--- config.mk ---
export PLATFORM = sky130hd
export DESIGN_NAME = pam_m_encode
export DESIGN_NICKNAME = d
export VERILOG_FILES = /design/src/rtl/pam_pkg.sv /design/src/rtl/pam_precode_lane.sv /design/src/rtl/pam_m_encode.sv
export SDC_FILE = /design/constraint.sdc
export NUM_CORES = 1
export LEC_CHECK = 0
export CORE_ASPECT_RATIO = 0.9
export CORE_MARGIN = 3
export CORE_UTILIZATION = 28
export DETAILED_ROUTE_END_ITERATION = 10
export PLACE_DENSITY = 0.59
export SYNTH_ARGS = -nofsm -noshare
export SYNTH_HDL_FRONTEND = slang
export SYNTH_SLANG_ARGS = --single-unit
--- constraint.sdc ---
create_clock -name clk -period 5.1 [get_ports clk]
set_input_delay 1.02 -clock clk [delete_from_list [all_inputs] [get_ports clk]]
set_output_delay 1.02 -clock clk [all_outputs]
set_load 0.02 [all_outputs]
--- src/rtl/pam_pkg.sv ---
// Shared constants, types and level/label helpers for the PAM-M symbol mapper.
package pam_pkg;

  localparam int unsigned MAX_BITS              = 3;
  localparam int unsigned DEF_BITS_PER_SYM      = 2;
  localparam int unsigned DEF_SIGNAL_RESOLUTION = 8;
  localparam int unsigned DEF_M                 = 1 << DEF_BITS_PER_SYM;

  typedef logic signed [DEF_SIGNAL_RESOLUTION-1:0] sample_t;

  function automatic int unsigned pam_m(input int unsigned bits);
    return 32'(1) << bits;
  endfunction

  // Narrower labels are zero-extended, so the upper terms drop out.
  function automatic logic [MAX_BITS-1:0] gray2bin(input logic [MAX_BITS-1:0] g);
    return g ^ (g >> 1) ^ (g >> 2);
  endfunction

  function automatic int pam_level(input int p, input int m, input int sep);
    return ((2 * p - (m - 1)) * sep) >>> 1;
  endfunction

endpackage

--- src/rtl/pam_precode_lane.sv ---
// One lane of the S1 chain: optional Gray decode followed by optional mod-M subtract.
module pam_precode_lane
  import pam_pkg::*;
#(
  parameter int unsigned BITS_PER_SYM = 2
) (
  input  logic [BITS_PER_SYM-1:0] sym,
  input  logic                    gray_en,
  input  logic                    precode_en,
  input  logic [BITS_PER_SYM-1:0] p_prev,
  output logic [BITS_PER_SYM-1:0] p_c
);

  logic [MAX_BITS-1:0]     sym_ext;
  logic [BITS_PER_SYM-1:0] k;

  always_comb begin
    sym_ext = MAX_BITS'(sym);
    k       = gray_en ? BITS_PER_SYM'(gray2bin(sym_ext)) : sym;
    p_c     = precode_en ? BITS_PER_SYM'(k - p_prev) : k;
  end

endmodule

--- src/rtl/pam_m_encode.sv ---
// Multi-lane PAM-M mapper: S1 registers precoded indices, S2 registers signed levels.
module pam_m_encode
  import pam_pkg::*;
#(
  parameter int unsigned BITS_PER_SYM      = 2,
  parameter int unsigned LANES             = 4,
  parameter int unsigned SIGNAL_RESOLUTION = 8,
  parameter int unsigned SYMBOL_SEPARATION = 48
) (
  input  logic                                 clk,
  input  logic                                 rst,
  input  logic                                 gray_en,
  input  logic                                 precode_en,
  input  logic [LANES*BITS_PER_SYM-1:0]        symbol_in,
  input  logic                                 symbol_in_valid,
  output logic                                 symbol_in_ready,
  output logic [LANES*SIGNAL_RESOLUTION-1:0]   signal_out,
  output logic                                 signal_out_valid,
  input  logic                                 signal_out_ready
);

  localparam int unsigned B = BITS_PER_SYM;
  localparam int unsigned R = SIGNAL_RESOLUTION;
  localparam int unsigned M = pam_m(B);

  if (B == 0 || B > MAX_BITS) begin : g_bad_bits
    $error("pam_m_encode: BITS_PER_SYM must be 1..3");
  end
  if (SYMBOL_SEPARATION % 2 != 0) begin : g_bad_sep
    $error("pam_m_encode: SYMBOL_SEPARATION must be even");
  end
  if ((M - 1) * SYMBOL_SEPARATION / 2 > (32'(1) << (R - 1)) - 1) begin : g_bad_res
    $error("pam_m_encode: outer level does not fit SIGNAL_RESOLUTION");
  end

  logic               s1_valid;
  logic [LANES*B-1:0] s1_p;
  logic [LANES*B-1:0] p_c;
  logic [B-1:0]       state;
  logic               s1_adv;
  logic               s2_adv;
  logic               accept;
  logic [LANES*R-1:0] level_c;

  // Lane chain: lane 0 subtracts the carried state, later lanes the previous lane.
  for (genvar i = 0; i < LANES; i++) begin : g_lane
    logic [B-1:0] prev;
    logic [B-1:0] lane_p;
    if (i == 0) begin : g_first
      assign prev = state;
    end else begin : g_next
      assign prev = g_lane[i-1].lane_p;
    end
    pam_precode_lane #(.BITS_PER_SYM(B)) u_lane (
      .sym        (symbol_in[i*B +: B]),
      .gray_en    (gray_en),
      .precode_en (precode_en),
      .p_prev     (prev),
      .p_c        (lane_p)
    );
    assign p_c[i*B +: B] = lane_p;
  end

  always_comb begin
    s2_adv          = !signal_out_valid || signal_out_ready;
    s1_adv          = s1_valid && s2_adv;
    symbol_in_ready = !rst && (!s1_valid || s1_adv);
    accept          = symbol_in_valid && symbol_in_ready;
  end

  // Index to signed level, truncated to the sample width.
  always_comb begin
    level_c = '0;
    for (int i = 0; i < int'(LANES); i++) begin
      level_c[i*R +: R] = R'(pam_level(int'(s1_p[i*B +: B]), int'(M),
                                       int'(SYMBOL_SEPARATION)));
    end
  end

  always_ff @(posedge clk) begin
    if (rst) begin
      s1_valid         <= 1'b0;
      s1_p             <= '0;
      state            <= '0;
      signal_out_valid <= 1'b0;
      signal_out       <= '0;
    end else begin
      if (symbol_in_ready) begin
        s1_valid <= symbol_in_valid;
      end
      if (accept) begin
        s1_p <= p_c;
        if (precode_en) begin
          state <= p_c[(LANES-1)*B +: B];
        end
      end
      if (s2_adv) begin
        signal_out_valid <= s1_valid;
        if (s1_valid) begin
          signal_out <= level_c;
        end
      end
    end
  end

endmodule

==> flow_metrics.env <==
export IMPL_crit_chain="clkdlybuf4s50_1 -> nand2_1 -> xor2_1 -> ha_1 -> mux2i_1 -> ha_1 -> mux2i_1 -> ha_1 -> xor2_1 -> xnor3_2 -> xnor2_2 -> nor4b_1 -> nor4_2"
export IMPL_p_per_area_nw_per_um2=299
export IMPL_synthCells=187
export IMPL_critPathMaxFanout=4
export IMPL_finalSetupViolations=0
export IMPL_num_antenna_cells=0
export IMPL_ys_flop_type="dfxtp_1"
export IMPL_synth_area_um2=1700
export IMPL_remaining_drc_errors=0
export IMPL_area_growth_pct=23.2
export IMPL_start_util_pct=29.4
export IMPL_dieArea_um2=7030
export IMPL_vias=1241
export IMPL_async_flop_share_pct=0
export IMPL_nNetsFinal=248
export IMPL_rsz0062_at_grt="false"
export IMPL_critPathKind="in -> reg"
export IMPL_portBuffers=35
export IMPL_finalInstanceArea_um2=2090
export IMPL_relSlewSlack_pct=64.2
export IMPL_track_usage_pct=9.57
export IMPL_whs_ps=450
export IMPL_utilization_pct=36.3
export IMPL_ios=48
export IMPL_clockRootBuffer="clkbuf_8"
export IMPL_place_hpwl_um=2370
export IMPL_firstDrtPassIters=3
export IMPL_endpoint_kind="flip-flop"
export IMPL_clk_latency_ps=270
export IMPL_antenna_found_initial=0
export IMPL_std_cell_rows=26
export IMPL_fillers=606
export IMPL_final_common_cell="clkdlybuf4s50_1"
export IMPL_post_route_period_util_pct=79.0
export IMPL_grt_pass1_vias=1146
export IMPL_cts_max_level=2
export IMPL_start_kind="input pin"
export IMPL_cpLargestDelayFamily="XOR/XNOR gates"
export IMPL_drtAntennaViolNets=0
export IMPL_wl_per_cell_um=10.8
export IMPL_critical_path_max_stage_delay_ps=530
export IMPL_yosys_warnings=0
export IMPL_cp_slowest_cell="clkdlybuf4s50_1"
export IMPL_final_cell_mix="clkdlybuf4s50_1 (35), dfxtp_1 (29), nand2_1 (26), ha_1 (16)"
export IMPL_vdd_drop_max_uv=80.0
export IMPL_path_clk_slew_ps=60
export IMPL_cp_common_cell="ha_1"
export IMPL_grt_overflow=0
export IMPL_synth_edff_count=0
export IMPL_layout_drive_gt1_share_pct=6.85
export IMPL_die_w_um=88.0
export IMPL_cp_arrival_ps=4180
export IMPL_cap_viol_max_count=0
export IMPL_period_needed_ps=4030
export IMPL_yosys_cell_types_count=35
export IMPL_core_region_area_um2=5760
export IMPL_cp_num_buf_inv=1
export IMPL_cts_tree="built"
export IMPL_post_cts_buffers=0
export IMPL_die_y_um=79.8
export IMPL_critPathRequiredTime_ps=5250
export IMPL_grt_pass1_wl_um=5220
export IMPL_fmax_ghz=0.248
export IMPL_ys_ff_latch=29
export IMPL_yosysSeqAreaShare_pct=34.2
export IMPL_viasPerCell=4.29
export IMPL_drtIter0Drc=26
export IMPL_cts_resized=0
export IMPL_routabilityCongestion=0.756
export IMPL_tns_ps=0
export IMPL_place_ws_ps=791
export IMPL_slew_violations=0
export IMPL_cts_buffer_depth=2
export IMPL_worst_slack_ps=1070
export IMPL_place_area_um2=2010
export IMPL_avgSynthCellArea_um2=9.07
export IMPL_power_leakage_nw=0.857
export IMPL_status="completed"
export IMPL_cts_buffers=5
export IMPL_finalHoldViolCount=0
export IMPL_min_path_type="reg -> reg"
export IMPL_worst_pin_slew_ps=535
export IMPL_wirelength_um=3130
export IMPL_ctsHoldBuffers=0
export IMPL_fin_skew_ps=0.781
export IMPL_cts_sinks=29
export IMPL_grt_max_degree=31
-- synth_stat cells (2+ instances only) --
| library cell | n | area [um^2] |
|---|---|---|
| xor2_1 | 8 | 70.1 |
| nor3b_1 | 2 | 15.0 |
| a21oi_1 | 15 | 75.1 |
| buf_4 | 15 | 113 |
| ha_1 | 16 | 200 |
| xnor2_1 | 11 | 96.3 |
| nor2_1 | 15 | 56.3 |
| nor2b_1 | 3 | 18.8 |
| dfxtp_1 | 29 | 581 |
| inv_1 | 5 | 18.8 |
| clkbuf_1 | 5 | 18.8 |
| nand2_1 | 26 | 97.6 |
| mux2i_1 | 3 | 30.0 |
| a211oi_1 | 6 | 45.0 |
| or3_1 | 3 | 18.8 |
| a21o_1 | 2 | 15.0 |
| o21ai_0 | 3 | 15.0 |
| nand2b_1 | 2 | 12.5 |
| clkbuf_8 | 2 | 27.5 |
-- through the flow --
step                total power [mW]  std cells
global route                   0.668        289
finish                         0.624        289
floorplan                      0.409        198
CTS                            0.635        289
detailed placement             0.454        281
global placement               0.452        281
-- worst paths after layout --
path	cells after the start	start	endpoint	slack, ps
worst max register to register	10	g_lane[0].prev[0]$_SDFFE_PP0P_	g_lane[0].prev[1]$_SDFFE_PP0P_	2270
worst min-delay path	2	signal_out[7]$_SDFFE_PP0P_	signal_out[7]$_SDFFE_PP0P_	450
worst min register to register	2	signal_out[7]$_SDFFE_PP0P_	signal_out[7]$_SDFFE_PP0P_	450
worst max-delay path	13	symbol_in[1]	g_lane[0].prev[1]$_SDFFE_PP0P_	1070
-- logic make-up after synthesis --
family | count (synthesis) | synth area share [%]
buffers and inverters | 29 | 11.8
adder cells (fa/ha/maj) | 16 | 11.8
XOR/XNOR | 22 | 13.1
flip-flops | 29 | 34.2
multiplexers | 4 | 2.44
AND/OR/NAND/NOR | 57 | 15.9
AO/OA/AOI/OAI | 29 | 10.5
other | 1 | 0.221
-- metal layers --
| metal | routed length, um | track usage (%) | share of wire (%) | up-vias |
|---|---|---|---|---|
| li1 | - | - | - | 654 |
| met1 | 1550 | 12.0 | 50 | 547 |
| met2 | 1310 | 14.8 | 42 | 35 |
| met3 | 213 | 3.41 | 6.8 | 5 |
| met4 | 61 | 4.08 | 1.9 | 0 |
| met5 | 0 | 0 | 0 | - |
-- worst register-to-register path, delay by kind of cell (launching register included) --
kind                     cells  cell delay [ps]
adder cells (fa/ha/maj)      3              770
AND/OR/NAND/NOR              2              420
multiplexers                 2              420
flip-flops                   1              320
XOR/XNOR                     3              790
-- power by group --
part / leakage [nW] / internal (mW) / switching [mW]
clock: 0.0395 / 0.0966 / 0.0808
sequential: 0.239 / 0.247 / 0.0167
combinational: 0.578 / 0.0902 / 0.0929
-- sequential cells by signal, summed over array words and instances, names as in the netlist --
register / cells
g_lane.prev: 2
s1_p: 8
s1_valid: 1
signal_out: 17
signal_out_valid: 1
-- final cells by class --
class	count	area (um^2)	area share (%)
clock buffer	8	80.1	3.83
tap	70	87.6	4.19
multi-input combinational	140	956	45.8
sequential	29	581	27.8
timing repair buffer	37	365	17.5
inverter	5	18.8	0.899
No activity file was read; power rests on OpenSTA's default activity.
